File: src/rtl/load_unit.sv
// Data-memory load unit: issues one word read, then extracts and extends the
// byte/half/word result, with misalignment, illegal-type and timeout detection.
module load_unit #(
    parameter int unsigned TIMEOUT_CYCLES = 255
) (
    input  logic        clk,
    input  logic        rst,
    input  logic        start,
    input  logic [31:0] addr,
    input  logic [2:0]  funct3,
    output logic        busy,
    output logic        memReqValid,
    input  logic        memReqReady,
    output logic [31:0] memReqAddr,
    input  logic        memRespValid,
    input  logic [31:0] memRespData,
    output logic [31:0] dmemOut,
    output logic        done,
    output logic        loadError
);

    typedef enum logic [1:0] {
        IDLE = 2'd0,
        REQ  = 2'd1,
        WAIT = 2'd2,
        DONE = 2'd3
    } state_t;

    localparam logic [15:0] TIMEOUT_LAST = 16'(TIMEOUT_CYCLES - 32'd1);

    state_t      state_r;
    logic [1:0]  addr_lo_r;
    logic [2:0]  funct3_r;
    logic [15:0] cnt_r;
    logic        busy_r;
    logic        req_valid_r;
    logic [31:0] req_addr_r;
    logic [31:0] dmem_r;
    logic        done_r;
    logic        error_r;
    logic        accept_s;

    function automatic logic load_ok(input logic [2:0] f3, input logic [1:0] lo);
        logic ok;
        case (f3)
            3'b000, 3'b100: ok = 1'b1;
            3'b001, 3'b101: ok = (lo[0] == 1'b0);
            3'b010:         ok = (lo == 2'b00);
            default:        ok = 1'b0;
        endcase
        return ok;
    endfunction

    function automatic logic [31:0] extend(input logic [2:0] f3, input logic [1:0] lo,
                                           input logic [31:0] word);
        logic [7:0]  b;
        logic [15:0] h;
        logic [31:0] r;
        case (lo)
            2'b00:   b = word[7:0];
            2'b01:   b = word[15:8];
            2'b10:   b = word[23:16];
            2'b11:   b = word[31:24];
            default: b = 8'h00;
        endcase
        h = lo[1] ? word[31:16] : word[15:0];
        case (f3)
            3'b000:  r = {{24{b[7]}}, b};
            3'b001:  r = {{16{h[15]}}, h};
            3'b010:  r = word;
            3'b100:  r = {24'h000000, b};
            3'b101:  r = {16'h0000, h};
            default: r = 32'h0000_0000;
        endcase
        return r;
    endfunction

    // Legality of the request presented with start.
    always_comb begin
        accept_s = 1'b0;
        if (start) begin
            accept_s = load_ok(funct3, addr[1:0]);
        end else begin
            accept_s = 1'b0;
        end
    end

    // Load sequencer with registered outputs.
    always_ff @(posedge clk or posedge rst) begin
        if (rst) begin
            state_r     <= IDLE;
            addr_lo_r   <= 2'b00;
            funct3_r    <= 3'b000;
            cnt_r       <= 16'h0000;
            busy_r      <= 1'b0;
            req_valid_r <= 1'b0;
            req_addr_r  <= 32'h0000_0000;
            dmem_r      <= 32'h0000_0000;
            done_r      <= 1'b0;
            error_r     <= 1'b0;
        end else begin
            case (state_r)
                IDLE: begin
                    if (start) begin
                        addr_lo_r  <= addr[1:0];
                        funct3_r   <= funct3;
                        req_addr_r <= {addr[31:2], 2'b00};
                        busy_r     <= 1'b1;
                        if (accept_s) begin
                            req_valid_r <= 1'b1;
                            state_r     <= REQ;
                        end else begin
                            dmem_r  <= 32'h0000_0000;
                            done_r  <= 1'b1;
                            error_r <= 1'b1;
                            state_r <= DONE;
                        end
                    end
                end
                REQ: begin
                    if (memReqReady) begin
                        req_valid_r <= 1'b0;
                        cnt_r       <= 16'h0000;
                        state_r     <= WAIT;
                    end
                end
                WAIT: begin
                    // A response in the final timeout cycle still completes normally.
                    if (memRespValid) begin
                        dmem_r  <= extend(funct3_r, addr_lo_r, memRespData);
                        done_r  <= 1'b1;
                        error_r <= 1'b0;
                        state_r <= DONE;
                    end else if (cnt_r == TIMEOUT_LAST) begin
                        dmem_r  <= 32'h0000_0000;
                        done_r  <= 1'b1;
                        error_r <= 1'b1;
                        state_r <= DONE;
                    end else begin
                        cnt_r <= cnt_r + 16'd1;
                    end
                end
                DONE: begin
                    done_r  <= 1'b0;
                    error_r <= 1'b0;
                    busy_r  <= 1'b0;
                    state_r <= IDLE;
                end
                default: begin
                    req_valid_r <= 1'b0;
                    done_r      <= 1'b0;
                    error_r     <= 1'b0;
                    busy_r      <= 1'b0;
                    state_r     <= IDLE;
                end
            endcase
        end
    end

    assign busy        = busy_r;
    assign memReqValid = req_valid_r;
    assign memReqAddr  = req_addr_r;
    assign dmemOut     = dmem_r;
    assign done        = done_r;
    assign loadError   = error_r;

endmodule

File: config.mk
export PLATFORM = sky130hd
export DESIGN_NAME = load_unit
export DESIGN_NICKNAME = d
export VERILOG_FILES = /design/src/rtl/load_unit.sv
export SDC_FILE = /design/constraint.sdc
export NUM_CORES = 1
export LEC_CHECK = 0
export ABC_CLOCK_PERIOD_IN_PS = 3400
export CAP_MARGIN = 25
export CORE_ASPECT_RATIO = 0.8
export CORE_MARGIN = 4
export CORE_UTILIZATION = 48
export CTS_CLUSTER_SIZE = 25
export DETAILED_ROUTE_END_ITERATION = 10
export HOLD_SLACK_MARGIN = 0.05
export PLACE_DENSITY_LB_ADDON = 0.08
export REMOVE_ABC_BUFFERS = 1
export SLEW_MARGIN = 15
export SYNTH_ARGS = -nofsm -noshare
export SYNTH_HDL_FRONTEND = slang
export SYNTH_SLANG_ARGS = --single-unit
File: constraint.sdc
create_clock -name clk -period 3.4 [get_ports clk]
set_input_delay 0.51 -clock clk [delete_from_list [all_inputs] [get_ports clk]]
set_output_delay 0.51 -clock clk [all_outputs]
set_load 0.05 [all_outputs]
Word level (Yosys, flattened, before mapping)
Cells that the tools add are included.
Cells by class
  multiplexer cells: 33
  reductions and logical operators: 19
  add/sub/neg operators: 1
  eq/ne operators: 22
  bitwise logic cells: 1
Operators with widths (count)
  $pmux W32 S5: 1
  $mux W32: 4
  $mux W16: 4
  $pmux W32 S2: 1
  $pmux W16 S2: 1
  $pmux W8 S4: 1
  $add A16 B1 Y16 const B: 1
  $eq A16 B8 Y1 const B: 1
  $reduce_and A4 Y1: 4
  $eq A3 B3 Y1 const B: 4
  $ne A2 B2 Y1 const B: 6
  $mux W1: 10
  $mux W2: 5
  $pmux W1 S3: 3
  $eq A2 B2 Y1 const B: 4
  $pmux W2 S4: 1
  $reduce_bool A2 Y1: 4
  $eq A3 B1 Y1 const B: 2
  $eq A3 B2 Y1 const B: 2
  $logic_not A2 Y1: 3
  $logic_not A3 Y1: 2
  $eq A2 B1 Y1 const B: 2
  $pmux W1 S2: 2
  $reduce_and A2 Y1: 2
  other kinds (5): 6
Storage, ports and cells
  output and inout port bits: 68
  input bits: 72
  register bits after elaboration: 89

Longest topological paths before layout
  depth in word-level cells: 7
  mapped depth: 8
  depth with buffers taken out: 6

Worst setup path before layout
OpenSTA, ideal clock, no wires.
  path kind: reg2reg
  start point: reg cnt_r[0]
  end point: reg dmem_r[10] (netlist: dmemOut[10])
  stages on the path, launching flop included: 8
  library setup time: 0.122 ns
  required time: 3.278 ns
  period minus slack after synthesis: 2.157 ns
  data arrival time: 2.036 ns
  slack: 1.243 ns
  cells stage by stage: dfrtp_1 > inv_1 > ha_1 > or4b_4 > o41ai_4 > o211ai_4 > buf_6 > a32o_1
On the way
  cells in the longest elaborated chain, start to end: 3
RTL lines
  start: declaration: line 34  | logic [15:0] cnt_r;
  start signal: assignment: line 140  | cnt_r <= cnt_r + 16'd1;
  $eq A16 B8 Y1: line 134  | end else if (cnt_r == TIMEOUT_LAST) begin
  $ne A3 B3 Y1 (no source line)
  $reduce_and A4 Y1 (no source line)
  end signal: assignment: line 130  | dmem_r <= extend(funct3_r, addr_lo_r, memRespData);
  end: declaration: line 38  | logic [31:0] dmem_r;
No other way between the ends.
A chain may end at the register's enable or synchronous reset.

Worst setup path after layout
  start point: reg cnt_r[0]
  end point: reg dmem_r[7] (netlist: dmemOut[7])
The elaborated chain is that of the path after synthesis.

==> summary.md <==
| Metric | Value |
|---|---|
| Clock power frac | `about 14%` |
| Die Height | `about 96 um` |
| Final setup fails | `0` |
| Skew-Pair Late Insertion Delay | `approximately 340 ps` |
| Share of cells above drive strength 1 | `about an eighth` |
| Routed Antenna Nets | `0` |
| Routed wire length | `between 10 and 15 mm` |
| Vias per cell | `5.93` |
| Max Clock Freq | `slightly below 400 MHz` |
| Critical R2R Launch | `cnt_r[0]` |
| Fin area | `6430 um2` |
| Ant. Diodes | `0` |
| Sequential area share after synthesis | `a little under half` |
| Final HPWL DP | `~9.3 mm` |
| First-pass GRT wire length | `between 20 and 25 mm` |
| Critical path class | `reg -> reg` |
| Biggest area consumer among synthesized cells | `dfrtp_1` |
| Synthesis-to-layout area growth | `37.0%` |
| HP Start | `dmemOut[29]` |
| GRT Util Overall | `23.0%` |
| Setup crit start kind | `register` |
| Port buffer count | `roughly 140` |
| Pleak | `~2.7 nW` |
| Initial Util | `50.4%` |
| Avg Inst Size Synth | `between 10 and 15 um2` |
| Final hold vios | `0` |
| Ports | `140` |
| DRC | `0` |
| CTS resizes | `0` |
| Largest net degree at the start of global routing | `39` |
| Switching Share | `between 40 and 50%` |
| YS warnings | `0` |
| DRT iter0 DRCs | `roughly 360` |
| Top post-synthesis cells by area | `dfrtp_1 47%, mux2_2 8.6%, mux2i_1 6.0%` |
| Clock Sinks | `between 80 and 90` |
| Most common cell after layout, fill and taps aside | `clkdlybuf4s50_1` |
| Initial antenna violation count | `0` |
| Worst EP arrival | `approximately 2800 ps` |
| CP required | `3630 ps` |
| Netlist cell types | `59` |
| CTS buffer count | `9` |
| Final period util | `between 70 and 80%` |
| Max Root-Sink Buffers | `2` |
| Synth Register Bits | `89` |
| CP Max Fanout | `33` |
| Tmin final | `about 2500 ps` |
| PD cells | `approximately 1000 nW/um2` |
| Worst Path Buf+Inv | `1` |
| Setup_tns | `0 ps` |
| Routability Congestion | `0.853` |
| RSZ-0062 raised after global routing | `false` |
| Max VDD drop | `0.656 mV` |
| CTS tree | `built` |
| Slowest cell on the critical path | `or4b_4` |
| Avg WL per Cell | `19.0 um` |
| Most frequent cells in the layout | `137 x clkdlybuf4s50_1, 89 x dfrtp_1, 36 x mux2_2, 28 x nand2_1, 28 x mux2i_1` |
| Clock transition at the registers of the reported paths | `70 ps` |
| Skew final | `5.04 ps` |
| Critical Path Sink Type | `register` |
| Core Box Area | `about 9300 um2` |
| Final Max Slew Viols | `0` |
| Max_cap viols | `0` |
| Area post-placement | `between 6000 and 7000 um2` |
| Hold buffer count at cts | `0` |
| Die area | `~11,000 um2` |
| Max H-tree Level | `3` |
| Net Switching | `between 0.003 and 0.004 W` |
| Gate power share | `58.4%` |
| Sequential share of power | `around 28%` |
| Post-synth EDFFs | `0` |
| Async S/R FF share, synth | `100%` |
| Nets | `approximately 630` |
| Slew margin rel. | `37.8%` |
| # fillers | `between 700 and 800` |
| Status | `finished clean` |
| Setup bufs post-CTS | `0` |
| Actual slew at the worst max-slew pin | `~930 ps` |
| Drt first pass iters | `4` |
| Crit path cell chain | `inv_1 > ha_1 > or4b_4 > o41ai_4 > o211ai_4 > a22o_2` |
| Crit path largest cell delay | `roughly 500 ps` |
| Total grt overflow | `0` |
| Num rows | `31` |
| Pint | `around 0.0034 W` |
| Hold WC Path Type | `reg -> reg` |
| Most used DFF post-synth | `dfrtp_1` |
| Synth Instances | `426` |
| Die Span X | `approximately 120 um` |
| Critical Path Start | `cnt_r[0]` |
| Worst path top cell family by delay | `compound AO/OA/AOI/OAI gates` |
| Top cell type's share of synthesized area | `between 40% and 50%` |
| Root Driver | `clkbuf_16` |
| Vias | `between 4,000 and 5,000` |
| Synthesized cell area | `between 4000 and 5000 um2` |
| Vias in the first global route | `slightly above 4,000` |
[cell usage after synthesis, types with 2 or more instances]
master and number:
dfrtp_1 89, mux2_2 36, mux2i_1 28, nand2_1 28, a211oi_1 24, clkbuf_1 22, a21oi_1 20, o2bb2ai_1 16
inv_1 15, a32o_1 14, o21ai_0 14, nand2b_1 12, nor2_1 11, nand3_1 9, a21o_1 8, or3_1 8
ha_1 6, nand4_1 5, o31ai_1 5, o22ai_1 4, buf_2 3, buf_6 3, nor2b_1 3, o211ai_1 3
a31oi_1 2, and2_1 2, and4_1 2, buf_4 2, or4_1 2
[cells by family after synthesis]
group                    Yosys count  share of synthesized area [%]
AO/OA/AOI/OAI                    128                           20.9
adder cells (fa/ha/maj)            6                           1.60
buffers and inverters             45                           4.32
flip-flops                        89                           47.5
multiplexers                      65                           14.9
other                              1                         0.0799
AND/OR/NAND/NOR                   92                           10.7
[sequential cells by signal (all words and copies together), names as in the netlist]
register,flops
done,1
state_r,2
addr_lo_r,2
funct3_r,3
memReqValid,1
loadError,1
busy,1
memReqAddr,30
dmemOut,32
cnt_r,16
[through the flow]
stage / util (%) / power (W) / hold WS (ps) / worst slack, ps / cells
floorplan: - / 0.00440 / 454 / 583 / 397
global placement: 66.0 / 0.00565 / 472 / 849 / 660
detailed placement: 66.0 / 0.00574 / 473 / 787 / 660
CTS: 69.0 / 0.00670 / 493 / 842 / 676
global route: 69.0 / 0.00704 / 504 / 667 / 676
finish: 69.0 / 0.00668 / 486 / 851 / 676
[layer usage]
| metal | vias to the layer above | track usage [%] | wire, um |
|---|---|---|---|
| met5 | - | 0 | 0 |
| met4 | 0 | 7.71 | 168 |
| met3 | 13 | 8.38 | 1180 |
| met2 | 188 | 35.2 | 5750 |
| met1 | 1950 | 30.6 | 5710 |
| li1 | 1855 | - | - |
[cell type report]
| cell class | count | area, um2 | area share, % |
|---|---|---|---|
| clock buffers | 9 | 225 | 3.50 |
| clock inverters | 7 | 53.8 | 0.837 |
| inverters | 15 | 57.6 | 0.895 |
| multi-input cells | 293 | 2270 | 35.3 |
| flip-flops and latches | 89 | 2230 | 34.7 |
| well taps | 115 | 144 | 2.24 |
| repair buffers | 148 | 1450 | 22.6 |
[power groups by stage]
stage / clock (W) / sequential [W] / combinational [W]
after floorplan: 0 / 0.00306 / 0.00135
after global placement: 0 / 0.00183 / 0.00383
after detailed placement: 0 / 0.00185 / 0.00389
after CTS: 0.000959 / 0.00183 / 0.00391
after global routing: 0.00100 / 0.00190 / 0.00414
final: 0.000939 / 0.00184 / 0.00390
[final timing paths]
kind	end	cells after the start	slack, ps
max	dmemOut[7]	6	850
min	dmemOut[29]	1	490
max reg2reg	dmemOut[7]	6	850
min reg2reg	dmemOut[29]	1	490
max in group asynchronous	cnt_r[7]	3	1990
min in group asynchronous	dmemOut[5]	2	570
No activity file was read; power rests on OpenSTA's default activity.
